**src/rtl/conv_pkg.sv**
```systemverilog
// Shared constants and state encoding for the convolution line feeder.
// Default widths and tap count used by conv_line_feeder and its weight store.
package conv_pkg;

   localparam int K      = 5;
   localparam int I_X    = 8;
   localparam int I_W    = 8;
   localparam int I_PSUM = 16;
   localparam int LEN_W  = 8;

   typedef enum logic [2:0] {
      IDLE   = 3'd0,
      LOAD_W = 3'd1,
      FETCH  = 3'd2,
      EMIT   = 3'd3,
      DONE   = 3'd4
   } state_t;

   // Index width that stays legal for a single-entry table.
   function automatic int idx_width(input int n);
      return (n > 1) ? $clog2(n) : 1;
   endfunction

endpackage

```
**src/rtl/conv_weight_regs.sv**
```systemverilog
// K x I_W weight register file: one indexed write port, one indexed read port,
// asynchronous active-low clear.
module conv_weight_regs
   import conv_pkg::*;
#(
   parameter int K     = conv_pkg::K,
   parameter int I_W   = conv_pkg::I_W,
   parameter int IDX_W = idx_width(conv_pkg::K)
) (
   input  logic             clk,
   input  logic             rst_n,
   input  logic             wr_en,
   input  logic [IDX_W-1:0] wr_idx,
   input  logic [I_W-1:0]   wr_data,
   input  logic [IDX_W-1:0] rd_idx,
   output logic [I_W-1:0]   rd_data
);

   logic [I_W-1:0] w_reg [K];

   genvar gi;
   generate
      for (gi = 0; gi < K; gi++) begin : g_w
         always_ff @(posedge clk or negedge rst_n) begin
            if (!rst_n) begin
               w_reg[gi] <= '0;
            end else if (wr_en && (wr_idx == IDX_W'(gi))) begin
               w_reg[gi] <= wr_data;
            end
         end
      end
   endgenerate

   // Out-of-range indices read as zero rather than aliasing an entry.
   always_comb begin
      rd_data = '0;
      for (int i = 0; i < K; i++) begin
         if (rd_idx == IDX_W'(i)) rd_data = w_reg[i];
      end
   end

endmodule

```
**src/rtl/conv_line_feeder.sv**
```systemverilog
// Sequencer feeding (pixel, weight, psum) beats to the 5-tap convolution line.
// Optional i_psum input enabled by defining CONV_FEEDER_PSUM_IN_EN.
module conv_line_feeder
   import conv_pkg::*;
#(
   parameter int I_X    = conv_pkg::I_X,
   parameter int I_W    = conv_pkg::I_W,
   parameter int I_PSUM = conv_pkg::I_PSUM,
   parameter int K      = conv_pkg::K,
   parameter int LEN_W  = conv_pkg::LEN_W
) (
   input  logic                 i_clk,
   input  logic                 i_rst_n,
   input  logic                 i_start,
   input  logic [LEN_W-1:0]     i_len,
   input  logic                 i_w_valid,
   input  logic [I_W-1:0]       i_w,
   output logic                 o_w_ready,
   input  logic                 i_x_valid,
   input  logic [I_X-1:0]       i_x,
   output logic                 o_x_ready,
`ifdef CONV_FEEDER_PSUM_IN_EN
   input  logic [I_PSUM-1:0]    i_psum,
`endif
   output logic                 o_valid,
   output logic [I_X-1:0]       o_x,
   output logic [I_W-1:0]       o_w,
   output logic [I_PSUM-1:0]    o_psum,
   output logic [$clog2(K)-1:0] o_tap,
   output logic                 o_last,
   input  logic                 i_ready,
   output logic                 o_busy,
   output logic                 o_done
);

   localparam int TW = $clog2(K);
   localparam logic [TW-1:0] TAP_LAST = TW'(K - 1);

   state_t state_reg, state_next;
   logic [TW-1:0]    wcnt_reg, wcnt_next;
   logic [TW-1:0]    tap_reg, tap_next;
   logic [LEN_W-1:0] rem_reg, rem_next;
   logic [I_X-1:0]   x_reg, x_next;
   logic [I_W-1:0]   w_rd;
   logic             w_hs, x_hs, out_hs;

   // Handshake readiness and beat validity follow the state register only.
   assign o_w_ready = (state_reg == LOAD_W);
   assign o_x_ready = (state_reg == FETCH);
   assign o_valid   = (state_reg == EMIT);
   assign o_busy    = (state_reg != IDLE);
   assign o_done    = (state_reg == DONE);

   assign w_hs   = o_w_ready & i_w_valid;
   assign x_hs   = o_x_ready & i_x_valid;
   assign out_hs = o_valid & i_ready;

   conv_weight_regs #(
      .K     (K),
      .I_W   (I_W),
      .IDX_W (TW)
   ) u_weight_regs (
      .clk     (i_clk),
      .rst_n   (i_rst_n),
      .wr_en   (w_hs),
      .wr_idx  (wcnt_reg),
      .wr_data (i_w),
      .rd_idx  (tap_reg),
      .rd_data (w_rd)
   );

   always_comb begin
      state_next = state_reg;
      wcnt_next  = wcnt_reg;
      tap_next   = tap_reg;
      rem_next   = rem_reg;
      x_next     = x_reg;
      case (state_reg)
         IDLE: begin
            if (i_start) begin
               rem_next   = i_len;
               wcnt_next  = '0;
               state_next = (i_len == '0) ? DONE : LOAD_W;
            end
         end
         LOAD_W: begin
            if (w_hs) begin
               wcnt_next = wcnt_reg + 1'b1;
               if (wcnt_reg == TAP_LAST) state_next = FETCH;
            end
         end
         FETCH: begin
            if (x_hs) begin
               x_next     = i_x;
               tap_next   = '0;
               state_next = EMIT;
            end
         end
         EMIT: begin
            if (out_hs) begin
               if (tap_reg != TAP_LAST) begin
                  tap_next = tap_reg + 1'b1;
               end else if (rem_reg > LEN_W'(1)) begin
                  rem_next   = rem_reg - 1'b1;
                  state_next = FETCH;
               end else begin
                  state_next = DONE;
               end
            end
         end
         DONE:    state_next = IDLE;
         default: state_next = IDLE;
      endcase
   end

   always_ff @(posedge i_clk or negedge i_rst_n) begin
      if (!i_rst_n) begin
         state_reg <= IDLE;
         wcnt_reg  <= '0;
         tap_reg   <= '0;
         rem_reg   <= '0;
         x_reg     <= '0;
      end else begin
         state_reg <= state_next;
         wcnt_reg  <= wcnt_next;
         tap_reg   <= tap_next;
         rem_reg   <= rem_next;
         x_reg     <= x_next;
      end
   end

`ifdef CONV_FEEDER_PSUM_IN_EN
   logic [I_PSUM-1:0] psum_reg, psum_next;

   // The incoming partial sum travels with its pixel across all K beats.
   always_comb begin
      psum_next = psum_reg;
      if (x_hs) psum_next = i_psum;
   end

   always_ff @(posedge i_clk or negedge i_rst_n) begin
      if (!i_rst_n) psum_reg <= '0;
      else          psum_reg <= psum_next;
   end

   assign o_psum = psum_reg;
`else
   assign o_psum = '0;
`endif

   assign o_x    = x_reg;
   assign o_w    = w_rd;
   assign o_tap  = tap_reg;
   assign o_last = o_valid && (tap_reg == TAP_LAST) && (rem_reg == LEN_W'(1));

endmodule

```
**config.mk**
```make
export PLATFORM = sky130hd
export DESIGN_NAME = conv_line_feeder
export DESIGN_NICKNAME = d
export VERILOG_FILES = /design/src/rtl/conv_pkg.sv /design/src/rtl/conv_weight_regs.sv /design/src/rtl/conv_line_feeder.sv
export SDC_FILE = /design/constraint.sdc
export NUM_CORES = 1
export LEC_CHECK = 0
export BUFFER_PORTS_ARGS = -buffer_cell sky130_fd_sc_hd__buf_2
export CORE_ASPECT_RATIO = 0.8
export CORE_MARGIN = 8
export CORE_UTILIZATION = 59
export DETAILED_ROUTE_END_ITERATION = 10
export MAX_ROUTING_LAYER = met4
export PLACE_DENSITY_LB_ADDON = 0.3
export SLEW_MARGIN = 20
export SYNTH_ARGS = -nofsm -noshare
export SYNTH_HDL_FRONTEND = slang
export SYNTH_SLANG_ARGS = --single-unit
```
**constraint.sdc**
```tcl
create_clock -name i_clk -period 5 [get_ports i_clk]
set_input_delay 1 -clock i_clk [delete_from_list [all_inputs] [get_ports i_clk]]
set_output_delay 1 -clock i_clk [all_outputs]
set_load 0.01 [all_outputs]
```
==> results.json, run 1 <==
{
  "outcome": "finished, final reports clean",
  "finalClockSkew_ps": 3.91,
  "avgSynthCellArea_um2": 9.76,
  "gr-usage-all-layers_pct": 20.4,
  "synth_cells": 361,
  "yosysWarnings": 0,
  "final.fill_count": 455,
  "hold_viol": 0,
  "drv_cap": 0,
  "synth-simple-area-share_pct": 14.5,
  "antenna_found_initial": 0,
  "dr.first_iter.drc_count": 153,
  "cp_slowest_stage_delay_ps": 700,
  "via_count": 2846,
  "period_needed_ps": 3550,
  "hpwl_mm": 5.75,
  "grt-ovfl-total": 0,
  "slew_headroom_pct": 35.7,
  "wl_per_cell_um": 16.6,
  "synth_ff_type": "dfrtp_1",
  "slew_viol_final": 0,
  "peakVddDrop_mv": 0.361,
  "grt_max_degree": 41,
  "power_frac_clock_pct": 24.7,
  "io_buffer_count": 54,
  "syn_area_um2": 3520,
  "finalPower_mw": 2.46,
  "fin_ws_ps": 1450,
  "rrSetupSlack_ps": 2360,
  "worstMarginPinSlew_ps": 964,
  "synth-compound-area-share_pct": 14.5,
  "nNetsFinal": 453,
  "final_cell_mix": "dfrtp_1 (65), nand2_1 (57), buf_2 (54)",
  "yosysSeqAreaShare_pct": 46.2,
  "post_cts_buffers": 0,
  "fin_crit_sh_pct": 71.0,
  "finish.utilization_pct": 69.3,
  "critical_path_class": "reg -> out",
  "regArea_um2": 1630,
  "via_per_inst": 5.73,
  "multi_input_area_um2": 1700,
  "swShare_pct": 38.1,
  "dpl_cell_area_um2": 3780,
  "io_pins": 71,
  "ys_ff_latch": 65,
  "die_x_um": 102,
  "rows": 25,
  "grt_pass1_wl_mm": 13.6,
  "crit_required_ps": 4000,
  "cts_hold_repair.buffers": 0,
  "synth-async-reset-ratio_pct": 100,
  "synth_edf_count": 0,
  "worstPathArrival_ps": 2550,
  "numCtsBuffers": 9,
  "cts_sinks": 65,
  "grt_setup_unrepaired": "no",
  "postLayoutCellArea_um2": 4050,
  "start_kind": "flip-flop",
  "crit_path_start": "o_tap[2]$_DFFE_PN0P_",
  "switching_power_mw": 0.936,
  "r2r_start": "o_tap[0]$_DFFE_PN0P_",
  "dr.pass1.iters": 4,
  "clkTransAtPathRegs_ps": 70,
  "antennaDiodeCount": 0,
  "ant_nets": 0,
  "combPwrFrac_pct": 38.4,
  "cts_tree": "done",
  "die_h_um": 85.1,
  "finalSetupViolCount": 0,
  "hp-class": "reg -> reg",
  "internal-power_mw": 1.52,
  "leakagePower_nw": 1.96,
  "synthToLayoutAreaGrowth_pct": 15.1,
  "core_um2": 5850,
  "crit_top_cell": "a21oi_1",
  "p_per_area_nw_per_um2": 607,
  "power_frac_seq_pct": 36.9,
  "grt_pass1_vias": 2798,
  "clock_path_buffers": 2,
  "start_util_pct": 60.2,
  "drc_errors": 0,
  "path_cells": "inv_1, ha_1, nand2_1, nor2_1, a21oi_1, a21oi_1, buf_2",
  "cts_resized": 0,
  "hold_start": "o_x[1]$_DFFE_PN0P_",
  "cts-htree-levels": 3,
  "synth_cell_types": 39,
  "dieArea_um2": 8710,
  "clk_latency_ps": 350,
  "cp_slowest_cell": "ha_1",
  "fmax_mhz": 282,
  "gp_congestion": 0.903,
  "critPathMaxFanout": 24,
  "wl_mm": 8.28,
  "drive_gt1_share_pct": 28.1,
  "final_common_cell": "dfrtp_1",
  "synth_top_family_by_area": "compound AO/OA/AOI/OAI gates",
  "synthMuxAreaShare_pct": 13.2,
  "place_ws_ps": 1890,
  "cts-root-buf": "clkbuf_8",
  "synth_xor_area_share_pct": 0,
  "largest_register_ffs": 40,
  "cp-end-kind": "output pin",
  "fin_tns_setup_ps": 0,
  "synth-adder-area-share_pct": 4.26
}
==> worst max-delay path, delay by kind of cell, from the launching register on <==
family	cells	cell delay, ps
adder cells (fa/ha/maj)	1	700
buffers and inverters	2	310
AO/OA/AOI/OAI	2	280
flip-flops	1	640
AND/OR/NAND/NOR	2	280
==> per-layer routing <==
metal  vias up  global-route usage (%)  part of all wire [%]
met1      1385                    26.5                    44
met5         -                       -                     0
met2       119                    29.6                    47
met3         6                    6.79                   8.4
met4         0                    5.85                  0.66
li1       1336                       -                     -
==> cells in the mapped netlist, drive strengths merged, types with 2 or more instances <==
| cell type | n | area, um2 |
|---|---|---|
| and3 | 3 | 18.8 |
| o311ai | 5 | 43.8 |
| o21a | 2 | 22.5 |
| a21oi | 38 | 190 |
| buf | 19 | 135 |
| or3 | 2 | 13.8 |
| nand3b | 2 | 15.0 |
| nor3 | 2 | 10.0 |
| o31ai | 2 | 15.0 |
| nor4 | 5 | 46.3 |
| a221oi | 8 | 70.1 |
| inv | 20 | 75.1 |
| and2 | 3 | 18.8 |
| a22oi | 2 | 15.0 |
| o211ai | 2 | 15.0 |
| ha | 12 | 150 |
| dfrtp | 65 | 1630 |
| nor2 | 17 | 63.8 |
| o21ai | 17 | 85.1 |
| nand2 | 57 | 214 |
| clkbuf | 12 | 45.0 |
| nand3 | 13 | 65.1 |
| nor3b | 2 | 15.0 |
| mux2 | 41 | 465 |
==> area by class of cell <==
type | instances | share of cell area (%)
clock buffers | 10 | 3.40
repair buffers | 55 | 6.85
well taps | 81 | 2.50
flip-flops and latches | 65 | 40.1
inverters | 20 | 1.85
clock inverters | 6 | 3.40
multi-input cells | 260 | 41.9
==> power groups by stage <==
stage	combinational, mW	clock [mW]	sequential (mW)
2_1_floorplan	0.695	0	0.857
3_3_place_gp	0.911	0	0.898
3_5_place_dp	0.939	0	0.908
4_1_cts	0.950	0.615	0.902
5_1_grt	1.05	0.637	0.934
6_report	0.946	0.607	0.907
==> through the flow <==
stage / std cells / hold slack, ps
6_report: 497 / 476
5_1_grt: 497 / 496
4_1_cts: 497 / 478
3_5_place_dp: 481 / 462
3_3_place_gp: 481 / 454
2_1_floorplan: 376 / 479
==> path summary, 6_finish.rpt <==
kind / to / depth (start not counted)
setup reg to reg: rem_reg[4]$_DFFE_PN0P_ / 6
hold / removal: o_x[1]$_DFFE_PN0P_ / 2
setup / recovery: o_w[1] / 7
hold reg to reg: o_x[1]$_DFFE_PN0P_ / 2
min in group asynchronous: o_x[2]$_DFFE_PN0P_ / 1
max in group asynchronous: u_weight_regs.w_reg[6]$_DFFE_PN0P_ / 2
==> kinds of logic (layout without fill, tap and decap cells) <==
kind of cell    after synthesis  count (layout)
simple gates                109             109
compound gates               82              82
fa+ha+maj                    12              12
buf+inv                      51              91
flops                        65              65
mux                          41              41
other cells                   1              16
No activity file was read; power rests on OpenSTA's default activity.
==> inputs of run 2 (changes only) <==
--- a/config.mk
+++ b/config.mk
@@ -8,7 +8,7 @@
 export BUFFER_PORTS_ARGS = -buffer_cell sky130_fd_sc_hd__buf_2
 export CORE_ASPECT_RATIO = 0.8
 export CORE_MARGIN = 8
-export CORE_UTILIZATION = 59
+export CORE_UTILIZATION = 50
 export DETAILED_ROUTE_END_ITERATION = 10
 export MAX_ROUTING_LAYER = met4
 export PLACE_DENSITY_LB_ADDON = 0.3
==> constraint.sdc (replaced) <==
create_clock -name i_clk -period 3.2 [get_ports i_clk]
set_input_delay 0.64 -clock i_clk [delete_from_list [all_inputs] [get_ports i_clk]]
set_output_delay 0.64 -clock i_clk [all_outputs]
set_load 0.01 [all_outputs]
==> results.json, run 2 (synthesized netlist as in run 1, its figures left out) <==
{
  "outcome": "finished, final reports clean",
  "finalPower_mw": 3.67,
  "dpl_cell_area_um2": 3820,
  "postLayoutCellArea_um2": 4040,
  "cts_resized": 0,
  "clkTransAtPathRegs_ps": 70,
  "antennaDiodeCount": 0,
  "fin_tns_setup_ps": 0,
  "finalSetupViolCount": 0,
  "leakagePower_nw": 1.97,
  "period_needed_ps": 2810,
  "finalClockSkew_ps": 5.32,
  "top_usage_layer": "met2",
  "via_count": 2806,
  "clock_path_buffers": 2,
  "synthToLayoutAreaGrowth_pct": 14.8,
  "drc_errors": 0,
  "crit_required_ps": 2560,
  "rows": 27,
  "cts-root-buf": "clkbuf_8",
  "wl_mm": 8.20,
  "numCtsBuffers": 9,
  "rrSetupSlack_ps": 1050,
  "setup.worst_path.end": "o_w[0]",
  "final_cell_mix": "dfrtp_1 (65), nand2_1 (57), buf_2 (54)",
  "r2r_start": "state_reg[0]$_DFFE_PN0P_",
  "cts_sinks": 65,
  "grt_max_degree": 66,
  "wl_per_cell_um": 16.1,
  "io_pins": 71,
  "fin_crit_sh_pct": 87.8,
  "dr.first_iter.drc_count": 125,
  "clk_latency_ps": 340,
  "via_per_inst": 5.52,
  "gp_congestion": 0.869,
  "core_um2": 6860,
  "io_buffer_count": 54,
  "fin_ws_ps": 389,
  "antenna_found_initial": 0,
  "grt_pass1_wl_mm": 13.9,
  "cts_hold_repair.buffers": 0,
  "ant_nets": 0,
  "p_per_area_nw_per_um2": 909,
  "critical_path_class": "reg -> out",
  "drv_cap": 0,
  "cts-htree-levels": 3,
  "worst_r2r_path_depth": 5,
  "crit_path_start": "o_tap[0]$_DFFE_PN0P_",
  "worstMarginPinSlew_ps": 906,
  "drive_gt1_share_pct": 28.7,
  "gr-usage-all-layers_pct": 17.8,
  "met2_usage_pct": 26.5,
  "final_common_cell": "dfrtp_1",
  "dr.pass1.iters": 4,
  "hpwl_mm": 5.81,
  "grt_setup_unrepaired": "no",
  "start_util_pct": 51.4,
  "r2r_end": "rem_reg[4]$_DFFE_PN0P_",
  "hp-class": "in -> async",
  "cts_tree": "done",
  "nNetsFinal": 458,
  "grt-ovfl-total": 0,
  "critPathMaxFanout": 16,
  "grt_use_met3_pct": 4.24,
  "slew_viol_final": 0,
  "place_ws_ps": 772,
  "worstPathArrival_ps": 2170,
  "hold_viol": 0,
  "die_x_um": 110,
  "die_h_um": 91.1,
  "fmax_mhz": 356,
  "peakVddDrop_mv": 0.411,
  "slew_headroom_pct": 39.1,
  "post_cts_buffers": 0,
  "cp-end-kind": "output pin",
  "dieArea_um2": 10000,
  "start_kind": "flip-flop",
  "grt_pass1_vias": 2839,
  "globalRouteMet1Util_pct": 23.5,
  "largest_register_ffs": 40
}
## run 2: layer usage
metal  vias up  routed length, um
li1       1358                  -
met1      1373               3890
met2        65               3820
met3        10                395
met4         0                106
met5         -                  0
## run 2: report_power, final
group,switching (mW),total [mW],internal (mW)
registers,0.244,1.37,1.13
logic,0.873,1.53,0.655
clock network,0.314,0.772,0.459
## run 2: area by class of cell
cell class,instances,area [um2]
multi-input combinational,260,1700
clock buffer,11,141
sequential,65,1630
inverter,20,75.1
clock inverter,5,78.8
tap,87,109
fill,609,2820
timing repair buffer,60,315
## run 2: critical path, stage by stage, from the launching register on
cell and delay (ps):
dfrtp_1 420, inv_1 90, ha_1 430, a21oi_1 210, o21ai_0 120, a221oi_1 300
a21oi_1 90, buf_2 150
## run 2: worst min-delay path by stage
stage,from,endpoint,depth (start not counted),slack [ps]
floorplan,i_rst_n,o_tap[0]$_DFFE_PN0P_,0,340
global placement,o_x[6]$_DFFE_PN0P_,o_x[6]$_DFFE_PN0P_,2,450
detailed placement,o_x[7]$_DFFE_PN0P_,o_x[7]$_DFFE_PN0P_,2,460
CTS,i_x[7],o_x[7]$_DFFE_PN0P_,3,460
global route,i_x[7],o_x[7]$_DFFE_PN0P_,3,470
finish,i_rst_n,o_x[5]$_DFFE_PN0P_,2,460
## run 2: stage by stage
stage          hold slack, ps  utilization (%)  instances
2_1_floorplan             344                -        376
3_3_place_gp              453             55.7        492
3_5_place_dp              456             55.7        492
4_1_cts                   465             58.9        508
5_1_grt                   469             58.9        508
6_report                  465             58.9        508
==> inputs of run 3 (changes only) <==
--- a/config.mk
+++ b/config.mk
@@ -11,7 +11,7 @@
 export CORE_UTILIZATION = 50
 export DETAILED_ROUTE_END_ITERATION = 10
 export MAX_ROUTING_LAYER = met4
-export PLACE_DENSITY_LB_ADDON = 0.3
+export PLACE_DENSITY = 0.77
 export SLEW_MARGIN = 20
 export SYNTH_ARGS = -nofsm -noshare
 export SYNTH_HDL_FRONTEND = slang
==> results.json, run 3 (synthesized netlist as in run 1, its figures left out) <==
{
  "core_um2": 6860,
  "largest_register_ffs": 40,
  "place_ws_ps": 720,
  "period_needed_ps": 2880,
  "fin_hold_ws_ps": 466,
  "outcome": "finished, final reports clean",
  "clk_latency_ps": 340,
  "io_buffer_count": 54,
  "dr.first_iter.drc_count": 202,
  "peakVddDrop_mv": 0.417,
  "slew_viol_final": 0,
  "final_cells": 508,
  "via_per_inst": 5.50,
  "final_cell_mix": "dfrtp_1 (65), nand2_1 (57), buf_2 (54)",
  "dr.pass1.iters": 4,
  "drc_errors": 0,
  "cts-htree-levels": 3,
  "clock_path_buffers": 2,
  "antenna_found_initial": 0,
  "drive_gt1_share_pct": 29.0,
  "numCtsBuffers": 9,
  "rrSetupSlack_ps": 930,
  "antennaDiodeCount": 0,
  "dieArea_um2": 10000,
  "io_pins": 71,
  "p_per_area_nw_per_um2": 901,
  "final_common_cell": "dfrtp_1",
  "finalPower_mw": 3.63,
  "leakagePower_nw": 1.95,
  "fin_tns_setup_ps": 0,
  "gp_congestion": 0.891,
  "grt_max_degree": 66,
  "cts-root-buf": "clkbuf_8",
  "cp-end-kind": "output pin",
  "critPathMaxFanout": 13,
  "die_x_um": 110,
  "grt-ovfl-total": 0,
  "place_inst": 492,
  "postLayoutCellArea_um2": 4030,
  "start_kind": "flip-flop",
  "ant_nets": 0,
  "fmax_mhz": 348,
  "via_count": 2793,
  "clkTransAtPathRegs_ps": 80,
  "cts_tree": "done",
  "wl_per_cell_um": 16.2,
  "slew_headroom_pct": 41.8,
  "hold_viol": 0,
  "critical_path_class": "reg -> out",
  "finish.utilization_pct": 58.7,
  "grt_pass1_vias": 2780,
  "cts_sinks": 65,
  "fin_crit_sh_pct": 89.9,
  "crit_required_ps": 2560,
  "gr-usage-all-layers_pct": 17.6,
  "nNetsFinal": 458,
  "cts_resized": 0,
  "worstPathArrival_ps": 2240,
  "grt_pass1_wl_mm": 13.7,
  "grt_setup_unrepaired": "no",
  "die_h_um": 91.1,
  "hpwl_mm": 5.77,
  "worstMarginPinSlew_ps": 866,
  "finalSetupViolCount": 0,
  "cts_hold_repair.buffers": 0,
  "start_util_pct": 51.4,
  "wl_mm": 8.22,
  "rows": 27,
  "finalClockSkew_ps": 13.6,
  "post_cts_buffers": 0,
  "synthToLayoutAreaGrowth_pct": 14.3,
  "hp-class": "in -> async",
  "dpl_cell_area_um2": 3820,
  "fin_ws_ps": 323,
  "drv_cap": 0
}
-- run 3: cell types whose count changed in the layout (fill, tap and decap cells not counted), sizes merged --
cell      previous run  this run
bufinv               2         1
inv                 20        21
clkinvlp             0         2
clkbuf              11         9
-- run 3: cell type report --
cell class              count  area [um2]
well taps                  87         109
fillers                   619        2830
repair buffers             60         315
flip-flops and latches     65        1630
clock inverters             7        80.1
multi-input cells         260        1700
clock buffers               9         124
inverters                  20        75.1
-- run 3: worst paths after layout --
check                                          from                      to  cells after the start
max                            o_tap[0]$_DFFE_PN0P_                  o_w[1]                      7
min                                         i_rst_n      o_x[1]$_DFFE_PN0P_                      2
max reg2reg                state_reg[0]$_DFFE_PN0P_  rem_reg[4]$_DFFE_PN0P_                      5
min reg2reg                      o_x[5]$_DFFE_PN0P_      o_x[5]$_DFFE_PN0P_                      2
max in group asynchronous                   i_rst_n  rem_reg[2]$_DFFE_PN0P_                      2
min in group i_clk               o_x[5]$_DFFE_PN0P_      o_x[5]$_DFFE_PN0P_                      2
-- run 3: layer usage --
layer / vias to the layer above / share of wire [%] / track usage, %
li1: 1354 / - / -
met1: 1340 / 45 / 23.0
met2: 90 / 48 / 25.9
met3: 9 / 6.3 / 3.81
met4: 0 / 1.4 / 6.96
met5: - / 0 / -
-- run 3: where the power goes --
part,internal (mW),leakage [nW],switching (mW)
combinational,0.656,1.00,0.871
clock,0.366,0.0960,0.351
sequential,1.13,0.849,0.253
-- run 3: worst max-delay path: stages, from the launching register on --
cell      delay (ps)
dfrtp_1          430
ha_1             170
ha_1             420
buf_4            270
a21oi_1           60
a221oi_1         300
a21oi_1           90
buf_2            160
